File: config.mk
export PLATFORM = sky130hd
export DESIGN_NAME = pipeline_job_scheduler
export DESIGN_NICKNAME = d
export VERILOG_FILES = /design/src/rtl/pipeline_job_scheduler.sv
export SDC_FILE = /design/constraint.sdc
export NUM_CORES = 1
export LEC_CHECK = 0
export ABC_CLOCK_PERIOD_IN_PS = 10100
export CAP_MARGIN = 20
export CORE_AREA = 3 3 233 235
export DETAILED_ROUTE_END_ITERATION = 10
export DIE_AREA = 0 0 236 238
export GPL_ROUTABILITY_DRIVEN = 0
export HOLD_SLACK_MARGIN = 0.08
export PLACE_DENSITY = 0.72
export SLEW_MARGIN = 20
export SYNTH_ARGS = -nofsm -noshare
export SYNTH_HDL_FRONTEND = slang
export SYNTH_SLANG_ARGS = --single-unit
File: constraint.sdc
create_clock -name clock -period 10.1 [get_ports clock]
set_input_delay 1.01 -clock clock [delete_from_list [all_inputs] [get_ports clock]]
set_output_delay 1.01 -clock clock [all_outputs]
set_load 0.01 [all_outputs]
File: src/rtl/pipeline_job_scheduler.sv
// pipeline_job_scheduler
//   Sequences whole jobs (one top + N bots) into the Dedekind pipeline wrapper.
//   Each job loads its top with a start-new-top beat. It then streams N bots,
//   limited by an outstanding-result credit. It accumulates the N results and
//   presents one per-job total.
// Ports
//   clock, rst                      clock, synchronous active-high reset
//   i_job_valid/o_job_ready         job descriptor handshake (i_job_top, i_job_bot_count)
//   i_bot_valid/o_bot_ready         bot feed handshake (i_bot_data)
//   o_pipe_valid/i_pipe_ready       beat to pipeline (o_pipe_start_new_top, o_pipe_data)
//   i_res_valid/o_res_ready         pipeline result ([40:38] pcoeff, [37:0] summed data)
//   o_out_valid/i_out_ready         job total (o_out_sum, o_out_pcoeff, o_out_count)
//   o_err_unexpected                sticky: result seen with nothing outstanding
//
// state    | meaning
// IDLE     | waiting for a job descriptor
// LOAD_TOP | offering the top beat to the pipeline
// STREAM   | passing bots through, credit-limited
// DRAIN    | all bots sent, collecting remaining results
// EMIT     | job total presented
module pipeline_job_scheduler #(
  parameter int CNT_W        = 32,
  parameter int MAX_INFLIGHT = 64,
  parameter int SUM_W        = 64
) (
  input  logic               clock,
  input  logic               rst,
  input  logic               i_job_valid,
  output logic               o_job_ready,
  input  logic [127:0]       i_job_top,
  input  logic [CNT_W-1:0]   i_job_bot_count,
  input  logic               i_bot_valid,
  output logic               o_bot_ready,
  input  logic [127:0]       i_bot_data,
  output logic               o_pipe_valid,
  input  logic               i_pipe_ready,
  output logic               o_pipe_start_new_top,
  output logic [127:0]       o_pipe_data,
  input  logic               i_res_valid,
  output logic               o_res_ready,
  input  logic [40:0]        i_res_data,
  output logic               o_out_valid,
  input  logic               i_out_ready,
  output logic [SUM_W-1:0]   o_out_sum,
  output logic [CNT_W+2:0]   o_out_pcoeff,
  output logic [CNT_W-1:0]   o_out_count,
  output logic               o_err_unexpected
);

  localparam logic [CNT_W-1:0] LP_MAX = CNT_W'(MAX_INFLIGHT);

  typedef enum logic [2:0] {S_IDLE, S_LOAD_TOP, S_STREAM, S_DRAIN, S_EMIT} state_t;

  state_t             r_state;
  logic [127:0]       r_top;
  logic [CNT_W-1:0]   r_n;
  logic [CNT_W-1:0]   r_sent;
  logic [CNT_W-1:0]   r_count;
  logic [SUM_W-1:0]   r_sum;
  logic [CNT_W+2:0]   r_pcoeff;
  logic               r_err;

  logic [CNT_W-1:0]   w_inflight;
  logic               w_in_stream;
  logic               w_credit;
  logic               w_go;
  logic               w_res_err;
  logic               w_res_acc;
  logic               w_last_res;

  assign w_inflight  = r_sent - r_count;
  assign w_in_stream = (r_state == S_STREAM);
  // Credit is judged on registered counters, so a result freed this cycle
  // only opens the gate on the next one.
  assign w_credit    = (r_sent != r_n) && (w_inflight < LP_MAX);
  assign w_go        = w_in_stream && i_bot_valid && i_pipe_ready && w_credit;
  // Any result with nothing outstanding is flagged, whether or not it is accepted.
  assign w_res_err   = i_res_valid && (w_inflight == '0);
  assign w_res_acc   = i_res_valid && o_res_ready && (w_inflight != '0);
  assign w_last_res  = w_res_acc && ((r_count + CNT_W'(1)) == r_n);

  assign o_job_ready          = (r_state == S_IDLE);
  assign o_pipe_valid         = (r_state == S_LOAD_TOP) || (w_in_stream && i_bot_valid && w_credit);
  assign o_pipe_start_new_top = (r_state == S_LOAD_TOP);
  assign o_pipe_data          = (r_state == S_LOAD_TOP) ? r_top :
                                (w_in_stream ? i_bot_data : '0);
  assign o_bot_ready          = w_in_stream && i_pipe_ready && w_credit;
  assign o_res_ready          = w_in_stream || (r_state == S_DRAIN);
  assign o_out_valid          = (r_state == S_EMIT);
  assign o_out_sum            = r_sum;
  assign o_out_pcoeff         = r_pcoeff;
  assign o_out_count          = r_count;
  assign o_err_unexpected     = r_err;

  always_ff @(posedge clock) begin
    if (rst) begin
      r_state  <= S_IDLE;
      r_top    <= '0;
      r_n      <= '0;
      r_sent   <= '0;
      r_count  <= '0;
      r_sum    <= '0;
      r_pcoeff <= '0;
      r_err    <= 1'b0;
    end else begin
      if (w_res_err) r_err <= 1'b1;
      if (w_res_acc) begin
        r_sum    <= r_sum + SUM_W'(i_res_data[37:0]);
        r_pcoeff <= r_pcoeff + (CNT_W+3)'(i_res_data[40:38]);
        r_count  <= r_count + CNT_W'(1);
      end
      if (w_go) r_sent <= r_sent + CNT_W'(1);

      case (r_state)
        S_IDLE: begin
          if (i_job_valid) begin
            r_top    <= i_job_top;
            r_n      <= i_job_bot_count;
            r_sum    <= '0;
            r_pcoeff <= '0;
            r_count  <= '0;
            r_sent   <= '0;
            // Zero-bot jobs spend one cycle in DRAIN (count==N already) so the
            // pipeline is never touched.
            r_state  <= (i_job_bot_count == '0) ? S_DRAIN : S_LOAD_TOP;
          end
        end
        S_LOAD_TOP: if (i_pipe_ready) r_state <= S_STREAM;
        S_STREAM:   if (w_go && ((r_sent + CNT_W'(1)) == r_n)) r_state <= S_DRAIN;
        // The last result moves straight to EMIT so the total appears the next cycle.
        S_DRAIN:    if ((r_count == r_n) || w_last_res) r_state <= S_EMIT;
        S_EMIT:     if (i_out_ready) r_state <= S_IDLE;
        default:    r_state <= S_IDLE;
      endcase
    end
  end

endmodule

; Word level (Yosys, flattened, before mapping)
; Index checks and enable logic that the tools add are counted.
[word_totals]
wordCells = 69
regBits = 327
output_inout_bits = 266
[op_classes]
n_eq_ne = 13
add_sub_neg = 5
muxes = 21
reduce_logical = 21
order_cmp = 1
[ops]
columns = op, n
row1 = $mux 128, 2
row2 = $mux 32, 6
row3 = $mux 64, 3
row4 = $mux 35, 3
row5 = $eq 32x32->1, 3
row6 = $add 32x1->32 const B, 2
row7 = $add 64x38->64, 1
row8 = $logic_not 32->1, 2
row9 = $add 35x3->35, 1
row10 = $lt 32x7->1 const B, 1
row11 = $ne 32x32->1, 1
row12 = $reduce_bool 32->1, 1
row13 = $sub 32x32->32, 1
row14 = $mux 3, 5
row15 = $pmux 3 s5, 1
row16 = $logic_and 1x1->1, 12
row17 = $eq 3x2->1 const B, 2
row18 = $ne 2x1->1 const B, 3
row19 = $reduce_and 5->1, 1
row20 = $ne 2x2->1 const B, 2
row21 = $eq 3x1->1 const B, 1
row22 = $eq 3x3->1 const B, 1
row23 = $logic_not 3->1, 1
row24 = $logic_or 1x1->1, 3
row25 = 2 further kinds, 2

; Longest topological paths before layout
[depth]
word_depth = 8
ltp_mapped = 19
ltp_nobuf = 15

; Worst setup path before layout
; No wires, ideal clock.
[synth_timing]
path_kind = reg-to-reg
from = reg r_count[0] (netlist: o_out_count[0])
to = reg r_sent[25]
n_path_buf = 3
slack_ns = 5.499
period_less_slack_ns = 4.601
path_stages_with_launch = 17
t_arrival_ns = 4.468
setup_time_ns = 0.132
path_cell_list = dfxtp_1 ha_1 inv_1 fa_1 a21o_1 a221oi_4 o221a_2 a211oi_1 a311o_1 or4b_1 or4_4 or4_4 buf_6 buf_6 clkbuf_1 o21ai_0 a21oi_1
[synth_between]
elab_chain_cells = 7
[synth_rtl]
columns = item, line_no
row1 = from (decl), 58  ; logic [CNT_W-1:0] r_count;
row2 = from (signal assigned), 110  ; r_count <= r_count + CNT_W'(1);
row3 = $sub 32x32->32 *, 71  ; assign w_inflight = r_sent - r_count;
row4 = $lt 32x7->1 *, 75  ; assign w_credit = (r_sent != r_n) && (w_inflight < LP_MAX);
row5 = $logic_and 1x1->1 *, 75
row6 = $logic_and 1x1->1 *, 76  ; assign w_go = w_in_stream && i_bot_valid && i_pipe_ready && w_credit;
row7 = $mux 32 *, 112  ; if (w_go) r_sent <= r_sent + CNT_W'(1);
row8 = $mux 32, 116  ; if (i_job_valid) begin
row9 = $mux 32 *, 114  ; case (r_state)
row10 = to (signal assigned), 112
row11 = to (decl), 57  ; logic [CNT_W-1:0] r_sent;
; Mark *: on every way between the ends. The rest lies on a longest branch, timed or not.
; A chain may end at the register's enable or synchronous reset.

; Final worst setup path
[layout_timing]
from = reg r_count[0] (netlist: o_out_count[0])
to = out o_pipe_valid
[layout_between]
elab_chain_cells = 5
[layout_rtl]
columns = item, line_no
row1 = $sub 32x32->32, 71
row2 = $lt 32x7->1, 75
row3 = $logic_and 1x1->1, 75
row4 = $logic_and 1x1->1, 83  ; assign o_pipe_valid = (r_state == S_LOAD_TOP) || (w_in_stream && i_bot_valid && w_credit);
row5 = $logic_or 1x1->1, 83
row6 = to (decl), 35  ; output logic o_pipe_valid,
; No other way between the ends.

==> run_results.csv <==
group,metric,value,unit
outcome,status,"finished, final reports clean",
worst_setup_path,path_class,"flop to primary output",
logic_synthesis,syn_area,20600,µm²
detailed_routing,postRouteAntennaNets,0,
grt,grt_use_total,29.7,%
grt,grt_overflow,0,
detailed_routing,viasPerCell,5.93,
power,cellLeakagePower,10.3,nW
sta,hold_viol,0,
grt,grt_pass1_vias,21400,
worst_setup_path,crit_required,9.09,ns
detailed_routing,drcViolationCount,0,
clocking,clock_path_buffers,3,
clocking,cts_hold_buffers,0,
grt,antenna_found_initial,14,
worst_setup_path,path_buf_inv,2,
worst_setup_path,arrival,5.40,ns
floorplanning,die_area,56200,µm²
place,numPortBuffers,601,
logic_synthesis,syn_inst,2732,
detailed_routing,drt_first_pass_iters,7,
clocking,cts_root_buffer,"clkbuf_16",
clocking,path_clk_slew,0.06,ns
sta,fin_crit,6.41,ns
logic_synthesis,yosys.area.top_type_share,31.7,%
place,hpwl,70700,µm
floorplanning,rows,84,
sta,worst_pin_slew,1.09,ns
worst_setup_path,worstSetupEndpointType,"primary output",
sta,fmax,156,MHz
grt,grt_pass1_wl,131000,µm
finish,multi_input_area,13100,µm²
logic_synthesis,synth_seq_area_share,31.7,%
sta,max_slew_margin,27.5,%
floorplanning,fp.dieH,238,µm
finish,postLayoutCoreUtil,53.8,%
worst_setup_path,slowest_delay,0.60,ns
sta,fin_skew,0.0244,ns
detailed_routing,drt_wl_total,89700,µm
finish,syn_to_final_growth,36.8,%
clocking,numCtsBuffers,39,
logic_synthesis,ys_types,78,
worst_setup_path,cp_slowest_cell,"clkdlybuf4s50_1",
clocking,clkSinkCount,327,
sta,setup_viol_count_final,0,
logic_synthesis,synthTopCellsByArea,"dfxtp_1 (32%), nand2_1 (9.9%), a21oi_1 (8.2%), xnor2_1 (5.7%), a22o_1 (5.5%)",
finish,fill_cells,4798,
worst_setup_path,crit_chain,"ha_1 > inv_1 > fa_1 > a21o_1 > a221oi_4 > a211o_1 > a21oi_1 > or4_1 > a41oi_1 > nand4_1 > nand4b_1 > nor2_1 > nand2_1 > o21bai_1 > clkdlybuf4s50_1",
floorplanning,pin_count,602,
power,cellPowerDensity,158,nW/µm²
logic_synthesis,syn-num-nets,3145,
detailed_routing,vias,23300,
logic_synthesis,synth_seq_cells,327,
clocking,worst_skew_pair.late_latency,0.57,ns
job,cap_violations,0,
sta,rsz0062_at_grt,"false",
finish,final_nets,3608,
place,post_dp_cell_area,26900,µm²
worst_setup_path,critPathTopFamily,"compound AO/OA/AOI/OAI gates",
grt,grt_max_degree,98,
logic_synthesis,yosys.area.top_type,"dfxtp_1",
clocking,ctsResizeCount,0,
worst_setup_path,crit_fanout,8,
sta,holdWs,0.453,ns
detailed_routing,drt_iter0_drc,2289,
power,ir_worst_vdd,0.146,mV
floorplanning,coreArea,52400,µm²
clocking,post-cts-setup-buffers,0,
finish,drive_gt1_share,4.31,%
logic_synthesis,synth_async_sr_flop_share,0,%
floorplanning,start_util,39.4,%
finish,design_area,28200,µm²
finish,regArea,6550,µm²
sta,post-route-period-util,63.5,%
sta,drv_slew,0,
logic_synthesis,synth_warnings,0,
logic_synthesis,synth_flop_cell,"dfxtp_1",
logic_synthesis,synth_edf_count,0,
detailed_routing,wl_per_cell,22.9,µm
clocking,cts_tree,"done",
floorplanning,dieWidth,236,µm
worst_setup_path,startpoint_type,"flop",
logic_synthesis,syn_avg_cell_area,7.56,µm²
min_path,worst_hold_path_type,"flop to flop",
clocking,htree_levels,2,
sta,tns,0,ns
## metal layers
layer,global-route usage [%],vias to the layer above,wire [µm]
met5,0,-,62
met1,37.9,10900,35500
met2,46.3,1321,39700
met4,15.0,8,5090
met3,7.99,247,9400
li1,-,10800,-
## per-stage QoR
| step | setup WS (ns) | power, mW | instances |
|---|---|---|---|
| detailed placement | 4.04 | 3.03 | 3842 |
| global route | 3.53 | 4.64 | 3916 |
| finish | 3.69 | 4.47 | 3920 |
| floorplan | 5.50 | 2.30 | 2732 |
| CTS | 3.75 | 4.48 | 3914 |
| global placement | 4.19 | 3.00 | 3842 |
## worst register-to-register path: cells and delay by family, from the launching register on
kind	cells	cell delay [ns]
compound gates	6	1.58
buf+inv	3	1.08
fa+ha+maj	2	0.67
simple gates	5	2.26
flops	1	0.50
## sequential cells by signal, summed over array words and instances, names as in the netlist
signal and flops:
r_sent 32, r_state 3, o_out_pcoeff 35, r_n 32, o_out_sum 64, o_err_unexpected 1, o_out_count 32, r_top 128
## cells in the mapped netlist (32+ instances only)
| cell type | instances |
|---|---|
| ha_1 | 74 |
| nand2_1 | 546 |
| nor2_1 | 120 |
| nand4_1 | 60 |
| o21ai_0 | 94 |
| clkbuf_1 | 167 |
| nor4_1 | 43 |
| xor2_1 | 44 |
| or3_1 | 66 |
| dfxtp_1 | 327 |
| nor3_1 | 45 |
| a22o_1 | 129 |
| and3_1 | 32 |
| nand3_1 | 56 |
| a21o_1 | 42 |
| xnor2_1 | 134 |
| a21oi_1 | 338 |
| inv_1 | 59 |
## final cells by class
type	instances	share of cell area, %
clock buffer	52	3.98
clock inverter	20	0.740
inverter	59	0.784
timing repair buffer	616	21.7
tap	688	3.05
antenna	6	0.0532
multi-input combinational	2152	46.5
sequential	327	23.2
## kinds of logic (layout without fill, tap and decap cells)
logic type / count (synthesis) / after routing / share of synthesized area (%)
xor gates and xnor gates: 178 / 178 / 7.55
and+or+nand+nor: 1092 / 1092 / 25.3
buffers and inverters: 253 / 747 / 4.96
other: 0 / 6 / 0
DFF: 327 / 327 / 31.7
AOI/OAI and AO/OA: 783 / 783 / 24.6
muxes: 22 / 22 / 1.08
adders and majority gates: 77 / 77 / 4.78
## cells in the final DEF (no fill, tap or decap), types with 45 or more instances in the layout
cell type and n:
clkdlybuf4s50_1 600, nand2_1 545, a21oi_1 338, dfxtp_1 327
xnor2_1 134, a22o_1 129, nor2_1 118, o21ai_0 94
ha_1 74, or3_1 66, nand4_1 60, inv_1 59
nand3_1 56, nor3_1 45
## power breakdown
part           switching (mW)  internal, mW  leakage, nW
clock                   0.611         0.845        0.656
combinational           0.861         0.613         6.94
sequential              0.134          1.41         2.66
## final timing paths
path                                   from                          to  slack, ns  cells after the start
hold / removal       r_top[42]$_SDFFE_PP0P_      r_top[42]$_SDFFE_PP0P_       0.45                      2
setup / recovery  o_out_count[0]$_SDFF_PP0_                o_pipe_valid       3.69                     15
hold reg to reg      r_top[42]$_SDFFE_PP0P_      r_top[42]$_SDFFE_PP0P_       0.45                      2
setup reg to reg  o_out_count[0]$_SDFF_PP0_  o_out_count[15]$_SDFF_PP0_       3.90                     16
Power figures use the tool's default switching activity.
